**src/rtl/noc_pkg.sv**
```systemverilog
// Shared NoC definitions: flit encoding, packetizer FSM encoding and the
// bit offsets of the fields packed into a HEAD flit payload.
package noc_pkg;

    // Flit type encoding on the router link; the router decodes the same values.
    typedef enum logic [1:0] {
        FLIT_BODY = 2'b00,
        FLIT_HEAD = 2'b01,
        FLIT_TAIL = 2'b10
    } flit_type_t;

    // Packetizer FSM encoding.
    typedef enum logic [1:0] {
        PKT_IDLE = 2'd0,
        PKT_HEAD = 2'd1,
        PKT_BODY = 2'd2
    } packetizer_state_t;

    // Width of one mesh coordinate; a 1-wide mesh still needs one bit.
    function automatic int coord_w(input int size);
        return (size > 1) ? $clog2(size) : 1;
    endfunction

    // HEAD payload layout, LSB first: dst_x, dst_y, src_x, src_y, zeros.
    function automatic int head_dst_x_lsb();
        return 0;
    endfunction

    function automatic int head_dst_y_lsb(input int xw);
        return xw;
    endfunction

    function automatic int head_src_x_lsb(input int xw, input int yw);
        return xw + yw;
    endfunction

    function automatic int head_src_y_lsb(input int xw, input int yw);
        return 2 * xw + yw;
    endfunction

    // Number of payload bits the routing fields occupy.
    function automatic int head_used_w(input int xw, input int yw);
        return 2 * (xw + yw);
    endfunction

endpackage

```
**src/rtl/noc_packetizer_if.sv**
```systemverilog
// Processing-element message port plus router injection link of the packetizer.
// master = PE/router side, slave = packetizer side.
interface noc_packetizer_if #(
    parameter int XW        = 2,
    parameter int YW        = 2,
    parameter int DATA_W    = 32,
    parameter int MSG_WORDS = 4
);
    import noc_pkg::*;

    // Message handshake from the processing element.
    logic                        msg_valid;
    logic                        msg_ready;
    logic [XW-1:0]               msg_dst_x;
    logic [YW-1:0]               msg_dst_y;
    logic [MSG_WORDS*DATA_W-1:0] msg_data;

    // Flit stream into the router local input port.
    logic                        flit_valid;
    flit_type_t                  flit_type;
    logic [DATA_W-1:0]           flit_data;

    // Credit return and credit protocol error.
    logic                        credit_in;
    logic                        credit_err;

    modport master (
        output msg_valid, msg_dst_x, msg_dst_y, msg_data, credit_in,
        input  msg_ready, flit_valid, flit_type, flit_data, credit_err
    );

    modport slave (
        input  msg_valid, msg_dst_x, msg_dst_y, msg_data, credit_in,
        output msg_ready, flit_valid, flit_type, flit_data, credit_err
    );

endinterface

```
**src/rtl/noc_credit_counter.sv**
```systemverilog
// Credit counter for one link into a downstream buffer of CREDITS slots.
// Starts full, decrements per flit sent, increments per credit returned.
// A credit returned while already full is a protocol error: the count
// saturates and a sticky error flag is raised until reset.
module noc_credit_counter #(
    parameter int CREDITS = 4
) (
    input  logic clk,
    input  logic rst,
    input  logic send,
    input  logic credit_in,
    output logic has_credit,
    output logic err
);
    localparam int             CW   = $clog2(CREDITS + 1);
    localparam logic [CW-1:0]  FULL = CW'(CREDITS);

    logic [CW-1:0] count;
    logic          err_q;

    // Credit count and sticky overflow flag; send and return in the same cycle cancel.
    always_ff @(posedge clk) begin
        // NOTE: state registers use non-blocking assignments so every flop in
        // the design samples the pre-edge value of its inputs.
        if (rst) begin
            count <= FULL;
            err_q <= 1'b0;
        end else begin
            case ({send, credit_in})
                2'b10: count <= count - 1'b1;
                2'b01: begin
                    if (count == FULL) err_q <= 1'b1;
                    else               count <= count + 1'b1;
                end
                default: ;
            endcase
        end
    end

    assign has_credit = (count != '0);
    assign err        = err_q;

endmodule

```
**src/rtl/noc_packetizer.sv**
```systemverilog
// NoC injection stage: accepts one message (destination + MSG_WORDS words)
// per handshake and serialises it into HEAD, BODY..., TAIL flits toward the
// router's local input port, never sending without a credit.
module noc_packetizer
    import noc_pkg::*;
#(
    parameter int SIZE_X    = 4,
    parameter int SIZE_Y    = 4,
    parameter int X_ID      = 0,
    parameter int Y_ID      = 0,
    parameter int DATA_W    = 32,   // must hold all four routing fields
    parameter int MSG_WORDS = 4,    // at least one data flit per packet
    parameter int CREDITS   = 4
) (
    input  logic             clk,
    input  logic             rst,
    noc_packetizer_if.slave  bus
);
    localparam int XW     = coord_w(SIZE_X);
    localparam int YW     = coord_w(SIZE_Y);
    localparam int IW     = (MSG_WORDS > 1) ? $clog2(MSG_WORDS) : 1;
    localparam int DY_LSB = head_dst_y_lsb(XW);
    localparam int SX_LSB = head_src_x_lsb(XW, YW);
    localparam int SY_LSB = head_src_y_lsb(XW, YW);

    localparam logic [1:0]    S_IDLE    = PKT_IDLE;
    localparam logic [1:0]    S_HEAD    = PKT_HEAD;
    localparam logic [1:0]    S_BODY    = PKT_BODY;
    localparam logic [IW-1:0] LAST_WORD = IW'(MSG_WORDS - 1);

    logic [1:0]                  state;
    logic [IW-1:0]               idx;
    logic [XW-1:0]               dst_x_q;
    logic [YW-1:0]               dst_y_q;
    logic [MSG_WORDS*DATA_W-1:0] data_q;
    logic [DATA_W-1:0]           head_word;

    logic                        flit_valid_q;
    flit_type_t                  flit_type_q;
    logic [DATA_W-1:0]           flit_data_q;

    logic                        ready;
    logic                        accept;
    logic                        has_credit;
    logic                        send;
    logic                        credit_err_w;

    // Only IDLE takes a message; held low while reset is applied.
    assign ready  = (state == S_IDLE) && !rst;
    assign accept = bus.msg_valid && ready;

    // A flit leaves in any emitting state that holds a credit.
    assign send = has_credit && ((state == S_HEAD) || (state == S_BODY));

    noc_credit_counter #(
        .CREDITS    (CREDITS)
    ) u_credit (
        .clk        (clk),
        .rst        (rst),
        .send       (send),
        .credit_in  (bus.credit_in),
        .has_credit (has_credit),
        .err        (credit_err_w)
    );

    // Assemble the HEAD payload from the captured destination and this node's id.
    always_comb begin
        // NOTE: the whole word gets a default first so no bit is left
        // unassigned on some path, which would infer a latch.
        head_word                 = '0;
        head_word[0 +: XW]        = dst_x_q;
        head_word[DY_LSB +: YW]   = dst_y_q;
        head_word[SX_LSB +: XW]   = XW'(X_ID);
        head_word[SY_LSB +: YW]   = YW'(Y_ID);
    end

    // Capture the offered message on handshake.
    always_ff @(posedge clk) begin
        // NOTE: pure datapath storage, no reset: it is always written on
        // accept before anything reads it, so reset would only add fanout.
        if (accept) begin
            dst_x_q <= bus.msg_dst_x;
            dst_y_q <= bus.msg_dst_y;
            data_q  <= bus.msg_data;
        end
    end

    // Packet FSM and registered flit outputs.
    always_ff @(posedge clk) begin
        if (rst) begin
            state        <= S_IDLE;
            idx          <= '0;
            flit_valid_q <= 1'b0;
            flit_type_q  <= FLIT_BODY;
            flit_data_q  <= '0;
        end else begin
            flit_valid_q <= 1'b0;
            case (state)
                S_IDLE: begin
                    if (accept) state <= S_HEAD;
                end
                S_HEAD: begin
                    if (has_credit) begin
                        flit_valid_q <= 1'b1;
                        flit_type_q  <= FLIT_HEAD;
                        flit_data_q  <= head_word;
                        idx          <= '0;
                        state        <= S_BODY;
                    end
                end
                S_BODY: begin
                    if (has_credit) begin
                        flit_valid_q <= 1'b1;
                        flit_data_q  <= data_q[int'(idx)*DATA_W +: DATA_W];
                        if (idx == LAST_WORD) begin
                            flit_type_q <= FLIT_TAIL;
                            idx         <= '0;
                            state       <= S_IDLE;
                        end else begin
                            flit_type_q <= FLIT_BODY;
                            idx         <= idx + 1'b1;
                        end
                    end
                end
                default: state <= S_IDLE;
            endcase
        end
    end

    assign bus.msg_ready  = ready;
    assign bus.flit_valid = flit_valid_q;
    assign bus.flit_type  = flit_type_q;
    assign bus.flit_data  = flit_data_q;
    assign bus.credit_err = credit_err_w;

endmodule

```
**src/flat_wrapper.sv**
```systemverilog
// flat-port wrapper written by rule: the top's interface ports become plain ports
module noc_packetizer_flat import noc_pkg::*;
#(
    parameter int SIZE_X    = 4,
    parameter int SIZE_Y    = 4,
    parameter int X_ID      = 0,
    parameter int Y_ID      = 0,
    parameter int DATA_W    = 32,                                       
    parameter int MSG_WORDS = 4,                                        
    parameter int CREDITS   = 4
)
  (clk, rst, bus_msg_valid, bus_msg_dst_x, bus_msg_dst_y, bus_msg_data, bus_credit_in, bus_msg_ready, bus_flit_valid, bus_flit_type, bus_flit_data, bus_credit_err);
  noc_packetizer_if #(.XW((coord_w(SIZE_X))), .YW((coord_w(SIZE_Y))), .DATA_W(DATA_W), .MSG_WORDS(MSG_WORDS)) bus_i ();
  input  logic clk;
  input  logic rst;
  input wire logic [$bits(bus_i.msg_valid)-1:0] bus_msg_valid;
  input wire logic [$bits(bus_i.msg_dst_x)-1:0] bus_msg_dst_x;
  input wire logic [$bits(bus_i.msg_dst_y)-1:0] bus_msg_dst_y;
  input wire logic [$bits(bus_i.msg_data)-1:0] bus_msg_data;
  input wire logic [$bits(bus_i.credit_in)-1:0] bus_credit_in;
  output wire logic [$bits(bus_i.msg_ready)-1:0] bus_msg_ready;
  output wire logic [$bits(bus_i.flit_valid)-1:0] bus_flit_valid;
  output wire logic [$bits(bus_i.flit_type)-1:0] bus_flit_type;
  output wire logic [$bits(bus_i.flit_data)-1:0] bus_flit_data;
  output wire logic [$bits(bus_i.credit_err)-1:0] bus_credit_err;
  assign bus_i.msg_valid = bus_msg_valid;
  assign bus_i.msg_dst_x = bus_msg_dst_x;
  assign bus_i.msg_dst_y = bus_msg_dst_y;
  assign bus_i.msg_data = bus_msg_data;
  assign bus_i.credit_in = bus_credit_in;
  assign bus_msg_ready = bus_i.msg_ready;
  assign bus_flit_valid = bus_i.flit_valid;
  assign bus_flit_type = bus_i.flit_type;
  assign bus_flit_data = bus_i.flit_data;
  assign bus_credit_err = bus_i.credit_err;
  noc_packetizer #(.SIZE_X(SIZE_X), .SIZE_Y(SIZE_Y), .X_ID(X_ID), .Y_ID(Y_ID), .DATA_W(DATA_W), .MSG_WORDS(MSG_WORDS), .CREDITS(CREDITS)) u_core (.clk(clk), .rst(rst), .bus(bus_i));
endmodule
```
**config.mk**
```make
export PLATFORM = sky130hd
export DESIGN_NAME = noc_packetizer_flat
export DESIGN_NICKNAME = d
export VERILOG_FILES = /design/src/rtl/noc_pkg.sv /design/src/rtl/noc_packetizer_if.sv /design/src/rtl/noc_credit_counter.sv /design/src/rtl/noc_packetizer.sv /design/src/flat_wrapper.sv
export SDC_FILE = /design/constraint.sdc
export NUM_CORES = 1
export LEC_CHECK = 0
export BUFFER_PORTS_ARGS = -buffer_cell sky130_fd_sc_hd__clkbuf_2
export CAP_MARGIN = 20
export CORE_ASPECT_RATIO = 1.2
export CORE_MARGIN = 2
export CORE_UTILIZATION = 25
export DETAILED_ROUTE_END_ITERATION = 7
export PLACE_DENSITY = 0.55
export SKIP_CTS_REPAIR_TIMING = 1
export SYNTH_ARGS = -nofsm -noshare
export SYNTH_HDL_FRONTEND = slang
export SYNTH_SLANG_ARGS = --single-unit
export TNS_END_PERCENT = 50
```
**constraint.sdc**
```tcl
create_clock -name clk -period 7.71 [get_ports clk]
set_input_delay 1.1565 -clock clk [delete_from_list [all_inputs] [get_ports clk]]
set_output_delay 1.1565 -clock clk [all_outputs]
set_load 0.05 [all_outputs]
```
== Yosys cells after proc, flatten, opt, wreduce, memory -nomap -nowiden ==
Cells that the tools add are included.

* Flip-flop bits (word level): 175
* Word-level logic and storage cells: 60
* Output and inout port bits: 37
* Input port bits: 136

* Shift-type cells: 1
* Mux-type cells: 19
* Bitwise operators: 1
* Reduce and logical (&&, ||, !) cells: 15
* Add/subtract/negate cells: 3
* Eq/ne operators: 11

{| class="wikitable"
|+ Operator list
! cell !! count
|-
| $shiftx 128x8->32 || 1
|-
| $mux 32 || 2
|-
| $pmux 32 s2 || 1
|-
| $mux 2 || 10
|-
| $pmux 2 s2 || 2
|-
| $eq 2x2->1 const B || 3
|-
| $ne 2x1->1 const B || 3
|-
| $pmux 2 s3 || 1
|-
| $pmux 3 s2 || 1
|-
| $eq 2x1->1 const B || 2
|-
| $ne 2x2->1 const B || 2
|-
| $reduce_and 2->1 || 2
|-
| $reduce_and 4->1 || 1
|-
| $reduce_bool 2->1 || 2
|-
| $reduce_or 2->1 || 2
|-
| $add 3x1->3 const B || 1
|-
| $eq 3x3->1 const B || 1
|-
| $logic_and 1x1->1 || 3
|-
| $mux 3 || 1
|-
| $reduce_and 3->1 || 1
|-
| $reduce_bool 3->1 || 1
|-
| $sub 3x1->3 const B || 1
|-
| $add 2x1->2 const B || 1
|-
| $logic_not 2->1 || 1
|-
| 4 further kinds || 4
|}

== Depth between registers and ports, before layout ==
* Depth after elaboration: 6
* Depth in mapped cells: 9
* Mapped depth without buffers: 8

== Hierarchy ==
A second synthesis with hierarchy kept.

* Cell total of the unflattened synthesis: 345
* Area total of the unflattened synthesis: 6453.7 µm²

{| class="wikitable"
|+ Modules (own cells, without submodules)
! module !! area each (µm²) !! cells each !! times used !! seq. area each (µm²)
|-
| noc_packetizer || 6193.4 || 316 || 1 || 4744.6
|-
| noc_credit_counter || 260.2 || 29 || 1 || 80.1
|}

== Least setup slack after synthesis ==
No wires, ideal clock.

* Kind: input-to-reg
* From: input rst
* To: register u_core.data_q[0] (enable)
* Setup time: 0.506 ns
* Data required time: 7.204 ns
* Data arrival time: 5.027 ns
* Setup slack: 2.177 ns
* Buffers on the path: 0
* Stages: 2
* Path through: nor2b_1 -> and2_1

* Cells in the longest elaborated chain, start to end: 3

{| class="wikitable"
|+ RTL lines
! element !! RTL line !! text
|-
| from (decl) || flat_wrapper.sv:15 || <nowiki>input logic rst;</nowiki>
|-
| $logic_not 1->1 || noc_packetizer.sv:49 || <nowiki>assign ready = (state == S_IDLE) && !rst;</nowiki>
|-
| $logic_and 1x1->1 || noc_packetizer.sv:49 ||
|-
| $logic_and 1x1->1 || noc_packetizer.sv:50 || <nowiki>assign accept = bus.msg_valid && ready;</nowiki>
|-
| net u_core.accept || noc_packetizer.sv:43 || <nowiki>logic accept;</nowiki>
|-
| to (signal assigned) || noc_packetizer.sv:84 || <nowiki>data_q <= bus.msg_data;</nowiki>
|-
| to (decl) || noc_packetizer.sv:35 || <nowiki>logic [MSG_WORDS*DATA_W-1:0] data_q;</nowiki>
|}

The timed path passes the listed nets, and every way through them passes these cells.
A chain may end at the register's enable or synchronous reset.

== Worst setup path after layout ==
* From: input rst
* To: register u_core.data_q[13] (enable)

The elaborated chain is that of the path after synthesis.

==> results.txt <==
For the antenna diode count, the log shows 0. The clock passes through at most 2 buffers. The floorplan has 64 rows. Detailed routing inserted a total of 3679 vias.

The required time at the worst-slack endpoint was 7760 ps; the I/O pin count was 173. The final-layout fill cell count came out at 2516. The via count of the first global-routing pass came out at 3990. The biggest area contributor in the post-synthesis netlist is edfxtp_1.

In this design, the stage delay of the slowest critical-path cell is 760 ps. For the arrival time reported for the critical path endpoint, the log shows 3220 ps. The total area inside the core boundary comes to 0.0253 mm^2. The run gives 848 as the filler-free cell count of the finished design. Traced cell by cell, the critical path runs through clkbuf_2, nor2b_1, and2_4, buf_4. In this run the power spent charging and discharging nets is 0.723 mW. The count of nets left with antenna violations once routing finished came out at 0. For this run, the total global-route usage over all layers was measured as 10.9%.

Sorting the synthesized cells by area gives the leading types as edfxtp_1, dfxtp_1, mux4_2, a22o_1, a221oi_1. The area added between synthesis and finish is 28.0%, and the total of max-cap violations is 0. The final-report hold violation count is 0, and the die height is 179 um. The worst setup path is of the primary input to register kind. The tools report the buffer type at the clock tree root as clkbuf_16.

The worst path uses 41.1% of the clock period. For this design the ratio of total power to cell area is 305 mW/mm^2. Dividing the detail-routed wire length by the instance count gives 16.8 um. The final routed DRC violation total is 0. The cell total after placement is 816, and the DRC violation total after the first TritonRoute iteration is 139.

The worst clock skew came out at 6.74 ps. Setup violations remaining at the end of the flow were counted as 0. For the relative slew slack, the log shows 29.5%.

Clock-pin slew was measured on the worst setup and hold paths at 60 ps. Summed over all layers, the global routing overflow is 0. The logs give 21600 um for the global-route wire length before repair and 38 for the unique cell type count in the Yosys netlist.

The cell count after synthesis came out at 330. The run finished with clean final reports. The most critical setup path has its endpoint at u_core.data_q[13]. The share of total power consumed by net switching was 28.9%. Using the TritonRoute via totals, the vias-per-cell ratio works out to 4.34.

The final layout contains routed wiring with a total length of 14200 um. The synthesized area per cell is 19.4 um^2. For the pin with the worst max-slew slack, the measured transition is 1060 ps. The accumulated negative setup slack was 0 ps. Tracing the worst setup path back leads to its startpoint at rst. The share of total power dissipated in combinational logic is 18.7%. The final layout contains 647 nets. The logs give 33.4% for the clock group share of total power and 0.0269 mm^2 for the area of the die.

The tools report the number of antenna violations at the first check in global routing as 0. The run gives 9590 um as the sum of net half-perimeters after detailed placement. The run gives 4 as the iteration count of the initial detailed-routing pass. The cell with the biggest individual delay on the critical path was and2_4.

The sort of element at the end of the critical path is a register. Yosys printed 0 warnings. Leaving out fill and tap cells, the most frequent cells in the layout are clkbuf_2, edfxtp_1, dfxtp_1. The logs give 25.3% for the effective utilization at floorplan and 0.000134 V for the worst IR drop on VDD.

Setup repair after global routing left no endpoint under its margin. Cells with a size suffix above 1 make up 47.3% of the layout. The cell-internal power is 1.78 mW, and the horizontal die dimension is 150 um. The portion of synthesized cell area occupied by the leading cell type was 61.9%. The path class of the tightest hold or removal check is register to register. The number of sinks handled by clock tree synthesis came out at 175. The endpoint identified for the worst register-to-register timing path is u_core.data_q[13].

When the netlist entered floorplanning its net count stood at 472. Static timing analysis puts the maximum clock frequency at 316 MHz. Post-synth design cell area: 0.00640 mm^2. In this run the static leakage power is 3.03 nW. Routability-driven placement finished with a final weighted congestion of 0.703. For the largest net degree at the start of global routing, the log shows 69. The worst register-to-register path begins at u_core.state[0].

For the max-slew violation total from the final report, the log shows 0. The peak fanout along the critical path came out at 68. The flip-flop and latch count after synthesis works out to 175. The final critical delay including setup and external delays was 3170 ps; the total clock buffers created by CTS was 17. The register share of total power is 47.9%.

After synthesis, flip-flops and latches occupy 75.4% of the total area. For the worst-skew pair, the clock arrives at the later sink with an insertion delay of 420 ps. In this run the number of H-tree levels came out at 4. Leaving out fill and tap cells, the most frequent cell in the layout is clkbuf_2.

STA classifies the critical path startpoint as a primary input. TritonCTS built the clock tree. Counting cells, the worst reg-to-reg path comes to 5.

Number of port buffers: 172. For flop-to-flop paths, the worst setup slack is 4920 ps.
[final cells by class]
cell class	instances	area, um^2	share of cell area, %
flip-flops and latches	175	4830	58.9
well taps	330	413	5.04
clock buffers	19	433	5.29
clock inverters	13	141	1.73
repair buffers	175	883	10.8
inverters	12	45.0	0.550
multi-input cells	124	1450	17.7
[critical path: cells and delay by family]
family,cells,cell delay [ps]
buf+inv,2,990
simple gates,2,970
[through the flow]
step                power (mW)  setup slack [ps]  cell area (um^2)  hold slack (ps)  utilization [%]
finish                    2.50              4540              8190              461             32.4
global route              2.62              4360              8190              497             32.4
CTS                       2.54              4530              8190              466             32.4
detailed placement        1.69              4060              7610              458             30.1
global placement          1.66              4200              7610              446             30.1
floorplan                 1.55              2180              6400              451                -
[power by group through the flow]
stage / logic, mW / registers (mW) / clock network [mW]
detailed placement: 0.472 / 1.22 / 0
finish: 0.469 / 1.20 / 0.835
global route: 0.512 / 1.21 / 0.905
CTS: 0.475 / 1.20 / 0.867
global placement: 0.451 / 1.21 / 0
floorplan: 0.259 / 1.29 / 0
[registers in the layout, summed over array words and instances, names as in the netlist]
| register | count |
|---|---|
| u_core.bus.flit_valid | 1 |
| u_core.u_credit.count | 3 |
| u_core.u_credit.err | 1 |
| u_core.dst_y_q | 2 |
| u_core.bus.flit_data | 32 |
| u_core.idx | 2 |
| u_core.data_q | 128 |
| u_core.state | 2 |
| u_core.dst_x_q | 2 |
| u_core.bus.flit_type | 2 |
[Yosys cell counts, drive strengths merged]
master / count
nor2b: 1
mux2i: 3
a221oi: 8
and2: 1
o31ai: 1
o2111ai: 2
clkbuf: 8
dfxtp: 43
a222oi: 1
inv: 12
a211oi: 1
xnor2: 1
ha: 5
a21o: 1
nand3b: 1
nor3: 2
nor2: 4
nand3: 3
buf: 11
a41oi: 1
nand2b: 1
or2: 2
mux4: 32
o21a: 1
fa: 1
or3b: 1
or4: 1
a31oi: 1
a22o: 30
edfxtp: 132
o211ai: 1
nand2: 12
o311a: 1
a21oi: 2
xor2: 1
a211o: 1
[logic make-up after synthesis]
family | count (synthesis) | share of synthesized area (%)
flops | 175 | 75.4
compound gates | 52 | 6.98
xor+xnor | 2 | 0.274
mux | 35 | 11.7
simple gates | 29 | 2.19
fa+ha+maj | 6 | 1.29
buf+inv | 31 | 2.13
[how the worst min path moves through the flow]
| stage | from | endpoint | slack, ps | cells past startpoint |
|---|---|---|---|---|
| 3_5_place_dp | u_core.bus.flit_type[0] | u_core.bus.flit_type[0] | 460 | 2 |
| 5_1_grt | u_core.bus.flit_data[30] | u_core.bus.flit_data[30] | 500 | 1 |
| 2_1_floorplan | u_core.state[1] | u_core.state[1] | 450 | 2 |
| 6_report | u_core.bus.flit_type[0] | u_core.bus.flit_type[0] | 460 | 2 |
| 4_1_cts | u_core.bus.flit_type[0] | u_core.bus.flit_type[0] | 470 | 2 |
| 3_3_place_gp | u_core.bus.flit_type[0] | u_core.bus.flit_type[0] | 450 | 2 |
[layer usage]
metal  global-route usage [%]  wire (um)  up-vias
met5                        0          0        -
met4                     4.28        238        0
li1                         -          -     1692
met3                     3.69        880       17
met1                     12.7       5740     1836
met2                     18.6       7390      134
Note: power is estimated with default switching activity, not from simulation.
